### config.mk
export PLATFORM = sky130hd
export DESIGN_NAME = vending_machine_flat
export DESIGN_NICKNAME = d
export VERILOG_FILES = /design/src/rtl/vending_machine_if.sv /design/src/rtl/vending_machine.sv /design/src/flat_wrapper.sv
export SDC_FILE = /design/constraint.sdc
export NUM_CORES = 1
export LEC_CHECK = 0
export ABC_CLOCK_PERIOD_IN_PS = 2350
export BUFFER_PORTS_ARGS = -buffer_cell sky130_fd_sc_hd__buf_4
export CORE_AREA = 2 2 39 41
export CTS_CLUSTER_SIZE = 30
export DETAILED_ROUTE_END_ITERATION = 16
export DIE_AREA = 0 0 41 43
export PLACE_DENSITY = 0.55
export SLEW_MARGIN = 40
export SYNTH_ARGS = -nofsm -noshare
export SYNTH_HDL_FRONTEND = slang
export SYNTH_SLANG_ARGS = --single-unit
### constraint.sdc
create_clock -name clk -period 2.35 [get_ports clk]
set_input_delay 0.3525 -clock clk [delete_from_list [all_inputs] [get_ports clk]]
set_output_delay 0.3525 -clock clk [all_outputs]
set_load 0.1 [all_outputs]
### src/rtl/vending_machine_if.sv
// Coin-acceptor / dispense-actuator bundle for the soda vending controller.
// The coin acceptor is the master (drives strobes); the controller is the slave.
interface vending_machine_if;
  logic       nickle;
  logic       dime;
  logic       quarter;
  logic       soda;
  logic [2:0] change;

  modport master (
    output nickle,
    output dime,
    output quarter,
    input  soda,
    input  change
  );

  modport slave (
    input  nickle,
    input  dime,
    input  quarter,
    output soda,
    output change
  );
endinterface : vending_machine_if

### src/rtl/vending_machine.sv
// Single-product soda vending controller.
// Accumulates coin credit in nickels and, once credit reaches PRICE, issues a
// one-cycle soda strobe together with the refund (in nickels). Excess credit
// is always refunded, never carried into the next vend.
//
// Build option: define VENDING_MACHINE_COIN_EDGE_EN to count each coin strobe
// once per rising edge of the input. Without it, every clock edge on which a
// strobe is high counts one coin.
//
// PRICE legal range is 1..15 nickels.
module vending_machine #(
  parameter int unsigned PRICE = 4
) (
  input  logic             clk,
  input  logic             reset_n,
  vending_machine_if.slave coin_if
);

  // Credit register doubles as the FSM state: Cn holds n nickels of credit.
  typedef enum logic [3:0] {
    C0, C1, C2,  C3,  C4,  C5,  C6,  C7,
    C8, C9, C10, C11, C12, C13, C14, C15
  } credit_e;

  localparam logic [4:0] PRICE_W = 5'(PRICE);

  credit_e    credit_q, credit_d;
  logic       soda_q,   soda_d;
  logic [2:0] change_q, change_d;

  logic [2:0] coins;     // {quarter, dime, nickle}
  logic [2:0] coin_hit;  // coins that count on this edge
  logic [3:0] ins;       // coin value this edge, max 8
  logic [4:0] total;     // credit + ins, max 22

  assign coins = {coin_if.quarter, coin_if.dime, coin_if.nickle};

`ifdef VENDING_MACHINE_COIN_EDGE_EN
  logic [2:0] coin_prev_q;

  // Previous-sample history for the per-input rising-edge detectors.
  always_ff @(posedge clk or negedge reset_n) begin
    if (!reset_n) coin_prev_q <= '0;
    else          coin_prev_q <= coins;
  end

  assign coin_hit = coins & ~coin_prev_q;
`else
  assign coin_hit = coins;
`endif

  // Sum simultaneous strobes, then decide between vend and accumulate.
  always_comb begin
    // NOTE: every output of this block gets a default first so no path can
    // leave one unassigned and infer a latch.
    credit_d = credit_q;
    soda_d   = 1'b0;
    change_d = 3'd0;

    ins   = {3'b000, coin_hit[0]}
          + {2'b00, coin_hit[1], 1'b0}
          + (coin_hit[2] ? 4'd5 : 4'd0);
    total = {1'b0, credit_q} + {1'b0, ins};

    if (total >= PRICE_W) begin
      // Vend: refund is at most (PRICE-1)+8-PRICE = 7, so 3 bits suffice.
      soda_d   = 1'b1;
      change_d = 3'(total - PRICE_W);
      credit_d = C0;
    end else begin
      // total < PRICE <= 15, so it always fits the 4-bit credit register.
      credit_d = credit_e'(total[3:0]);
    end
  end

  // Credit state and registered dispense outputs.
  always_ff @(posedge clk or negedge reset_n) begin
    // NOTE: state is updated with non-blocking assignments so every flop
    // samples pre-edge values regardless of statement order.
    if (!reset_n) begin
      credit_q <= C0;
      soda_q   <= 1'b0;
      change_q <= 3'd0;
    end else begin
      credit_q <= credit_d;
      soda_q   <= soda_d;
      change_q <= change_d;
    end
  end

  assign coin_if.soda   = soda_q;
  assign coin_if.change = change_q;

endmodule : vending_machine

### src/flat_wrapper.sv
// flat-port wrapper written by rule: the top's interface ports become plain ports
module vending_machine_flat 
#(
  parameter int unsigned PRICE = 4
)
  (clk, reset_n, coin_if_nickle, coin_if_dime, coin_if_quarter, coin_if_soda, coin_if_change);
  vending_machine_if coin_if_i ();
  input  logic clk;
  input  logic reset_n;
  input wire logic [$bits(coin_if_i.nickle)-1:0] coin_if_nickle;
  input wire logic [$bits(coin_if_i.dime)-1:0] coin_if_dime;
  input wire logic [$bits(coin_if_i.quarter)-1:0] coin_if_quarter;
  output wire logic [$bits(coin_if_i.soda)-1:0] coin_if_soda;
  output wire logic [$bits(coin_if_i.change)-1:0] coin_if_change;
  assign coin_if_i.nickle = coin_if_nickle;
  assign coin_if_i.dime = coin_if_dime;
  assign coin_if_i.quarter = coin_if_quarter;
  assign coin_if_soda = coin_if_i.soda;
  assign coin_if_change = coin_if_i.change;
  vending_machine #(.PRICE(PRICE)) u_core (.clk(clk), .reset_n(reset_n), .coin_if(coin_if_i));
endmodule
== Yosys cells after proc, flatten, opt, wreduce, memory -nomap -nowiden ==
Cells that the tools add are included.

* $add $sub $neg: 4
* $mul: 0
* Div/mod/pow operators: 0
* Magnitude comparators: 1
* Eq/ne operators: 0
* Shift-type cells: 0
* Multiplexer cells: 4
* Bitwise logic cells: 0
* Reduce and logical (&&, ||, !) cells: 0

{| class="wikitable"
|+ Operators with widths
! cell !! count
|-
| 3-bit two-way mux || 2
|-
| 4-bit by 4-bit adder with 5-bit output || 1
|-
| 5-bit by 3-bit greater-or-equal comparator with 1-bit output (second input constant) || 1
|-
| 4-bit adder || 1
|-
| 4-bit two-way mux || 1
|-
| 1-bit by 2-bit adder with 3-bit output || 1
|-
| 3-bit subtractor (second input constant) || 1
|-
| 1-bit two-way mux || 1
|}

* Flip-flop bits (word level): 8
* Latch bits: 0
* Bits in writable memories: 0
* Memory bits (read-only): 0
* Output and inout port bits: 4
* Word-level logic and storage cells: 12
* Memories: 0

== Longest topological paths before layout ==
* Depth after elaboration: 5
* Mapped depth: 7
* Gate-level depth less buffers: 7

== Worst setup path after synthesis ==
No wires, ideal clock.

* Path type: input -> register
* Start point: in coin_if_quarter
* End point: reg u_core.credit_q[0]
* Arrival: 1.830 ns
* Required time: 2.284 ns
* Setup slack: 0.453 ns
* Cell stages on the path: 6
* Path buffers: 0
* Path through: ha_1 ha_1 fa_1 xor2_1 a211oi_2 and2_1

* Word-level cells in the longest chain between the ends: 5

{| class="wikitable"
|+ Ends and longest elaborated chain
! element !! RTL line !! RTL
|-
| start, declared || flat_wrapper.sv:12 || <nowiki>input wire logic [$bits(coin_if_i.quarter)-1:0] coin_if_quarter;</nowiki>
|-
| 3-bit two-way mux (*) || vending_machine.sv:62 || <nowiki>+ (coin_hit[2] ? 4'd5 : 4'd0);</nowiki>
|-
| 4-bit adder (*) || vending_machine.sv:62 ||
|-
| 4-bit by 4-bit adder with 5-bit output (*) || vending_machine.sv:63 || <nowiki>total = {1'b0, credit_q} + {1'b0, ins};</nowiki>
|-
| 5-bit by 3-bit greater-or-equal comparator with 1-bit output || vending_machine.sv:65 || <nowiki>if (total >= PRICE_W) begin</nowiki>
|-
| 4-bit two-way mux (*) || vending_machine.sv:65 ||
|-
| named net u_core.credit_d[0] || vending_machine.sv:27 || <nowiki>credit_e credit_q, credit_d;</nowiki>
|-
| end signal, assigned || vending_machine.sv:85 || <nowiki>credit_q <= credit_d;</nowiki>
|-
| end, declared || vending_machine.sv:27 ||
|}

Mark *: on every way through the listed nets, which the timed path passes. The rest lies on a longest branch.

== Worst setup path after layout ==
* Start point: in coin_if_quarter
* End point: reg u_core.credit_q[1]

The elaborated chain is that of the path after synthesis.

==> metrics.md <==
| Metric | Value |
|---|---|
| Placement Rows | 14 |
| Pins over their slew limit | 0 |
| Post-synth cell types | 13 |
| Antenna cells | 0 |
| Placed cells | 53 |
| Crit path max fanout | 6 |
| Post-CTS Repair Setup Buffers | 0 |
| Cell Count, Final, Fillers Out | 57 |
| Clock Latency Late Sink | 240 ps |
| Gr ovfl total | 0 |
| Final worst path period need | 1950 ps |
| Total global-route track usage | 10.1% |
| P_leak | 0.267 nW |
| DR DRC count | 0 |
| Final Instance Area | 498 um2 |
| CTS Buf Count | 3 |
| Initial antenna violation count | 0 |
| Class of the worst hold path | in -> async |
| Status | completed |
| Share of post-route cells with drive strength above 1 | 29.3% |
| First-pass GRT wire length | 1120 um |
| Unrepaired setup endpoints after global routing | false |
| Crit. End Element | flop |
| Synth warnings | 0 |
| GP Congestion | 0.632 |
| Pin count of the biggest net entering global routing | 9 |
| Vias in the first global route | 270 |
| Fin crit share | 82.8% |
| Clock Root Buffer | clkbuf_4 |
| Crit path capture | u_core.credit_q[1] |
| Clk_skew | 3.83 ps |
| Max-Cap Viols | 0 |
| CTS HTree Levels | 1 |
| Dpl hpwl | 462 um |
| Syn-to-layout area delta | 30.5% |
| CTS clk-pin slew, worst paths | 50 ps |
| Fin util | 36.0% |
| Final hold vios | 0 |
| Synthesized instance count | 28 |
| Power per cell area | 960 nW/um2 |
| CTS tree | yes |
| Critical Path Source Type | input pin |
| Max Buffers Root-to-Sink | 2 |
| Nets | 55 |
| Iteration-0 DRC Markers | 0 |
| CP arrival | 2120 ps |
| Type of the worst setup path | in -> reg |
| Most frequent cells in the layout | 8 x buf_4, 8 x dfrtp_1, 6 x ha_1, 3 x clkbuf_4 |
| Drt pass-1 iters | 1 |
| Reg2reg setup slack | 620 ps |
| Worst vdd ir | 0.000446 V |
| Via/cell ratio | 4.28 |
| Die area | 1760 um2 |
| Initial core utilization | 27.6% |
| Final wirelength | 581 um |
| Register bit total from synthesis | 8 |
| Register area share after synthesis | 52.5% |
| Cell area after synthesis | 382 um2 |
| Fmax | 514 MHz |
| Final setup TNS | 0 ps |
| Reg2Reg Depth | 5 |
| Core area | 1380 um2 |
| Crit Reg-Reg Startpoint | u_core.credit_q[0] |
| Die Y | 43 um |
| Fillers | 148 |
| WP data required | 2530 ps |
| Die X | 41 um |
| Placed Area | 465 um2 |
| Worst Setup SP | coin_if_quarter |
| Mean Syn Cell Area | 13.6 um2 |
| Final setup vio count | 0 |
| IO Port Bufs | 8 |
| Sink Count | 8 |
| Wire per inst | 10.2 um |
| Reg2reg end | u_core.credit_q[1] |
| Via count | 244 |
| Number of routed nets with antenna violations | 0 |
| # IOs | 9 |
critical path, stage by stage:
cell and delay [ps]:
buf_4 120, ha_1 200, ha_1 190, xor2_1 160
ha_1 170, or3_1 330, a211oi_2 410, and2_1 180
cell type report:
| cell class | count | area (um2) | share of cell area, % |
|---|---|---|---|
| inverter | 1 | 3.75 | 0.754 |
| clock buffer | 3 | 22.5 | 4.52 |
| tap | 16 | 20.0 | 4.02 |
| timing repair buffer | 9 | 70.1 | 14.1 |
| multi-input combinational | 20 | 181 | 36.4 |
| sequential | 8 | 200 | 40.2 |
state kept, by name (all words and copies together), names as in the netlist:
name	cells
u_core.credit_q	4
u_core.coin_if.change	3
u_core.coin_if.soda	1
metal layers:
layer | wire [um] | GRT usage [%]
met5 | 0 | 0
met4 | 0 | 10.0
met3 | 18 | 3.14
met2 | 320 | 13.1
met1 | 242 | 12.1
worst min-delay path by stage:
stage                       start  cells past startpoint                  endpoint  slack [ps]
final                     reset_n                      2  u_core.coin_if.change[0]         470
after global routing      reset_n                      2  u_core.coin_if.change[0]         470
after CTS                 reset_n                      2  u_core.coin_if.change[0]         460
after detailed placement  reset_n                      1  u_core.coin_if.change[1]         170
after global placement    reset_n                      1       u_core.coin_if.soda         170
after floorplan           reset_n                      0  u_core.coin_if.change[0]          60
cells by family (layout without fill, tap and decap cells):
group | count (synthesis) | count (layout) | share of synthesized area (%)
buf+inv | 1 | 13 | 0.983
simple gates | 7 | 7 | 10.8
fa+ha+maj | 7 | 7 | 24.9
compound gates | 2 | 2 | 5.25
other cells | 1 | 2 | 0.983
flops | 8 | 8 | 52.5
xor+xnor | 2 | 2 | 4.59
cells in the mapped netlist (all sizes together):
master / number / area share (%)
xor2: 2 / 4.6
fa: 1 / 5.2
conb: 1 / 0.98
nor2b: 2 / 3.3
dfrtp: 8 / 52
or3: 1 / 1.6
a211oi: 1 / 3.3
inv: 1 / 0.98
a21o: 1 / 2.0
ha: 6 / 20
nor2: 1 / 0.98
and2: 2 / 3.3
and3: 1 / 1.6
power by group:
group	switching, mW	internal (mW)	total, mW
combinational	0.162	0.0508	0.213
clock	0.0393	0.0579	0.0973
sequential	0.00773	0.160	0.168
what timing repair did:
action	in CTS	in global routing
hold buffers	1	0
hold endpoints to repair	8	0
resized for setup	0	0
per-stage QoR:
step | hold slack (ps) | worst slack (ps) | total power, mW
2_1_floorplan | 56.9 | 453 | 0.333
3_3_place_gp | 172 | 219 | 0.379
3_5_place_dp | 174 | 158 | 0.381
4_1_cts | 455 | 405 | 0.488
5_1_grt | 465 | 279 | 0.513
6_report | 466 | 403 | 0.478
Note: power is estimated with default switching activity, not from simulation.
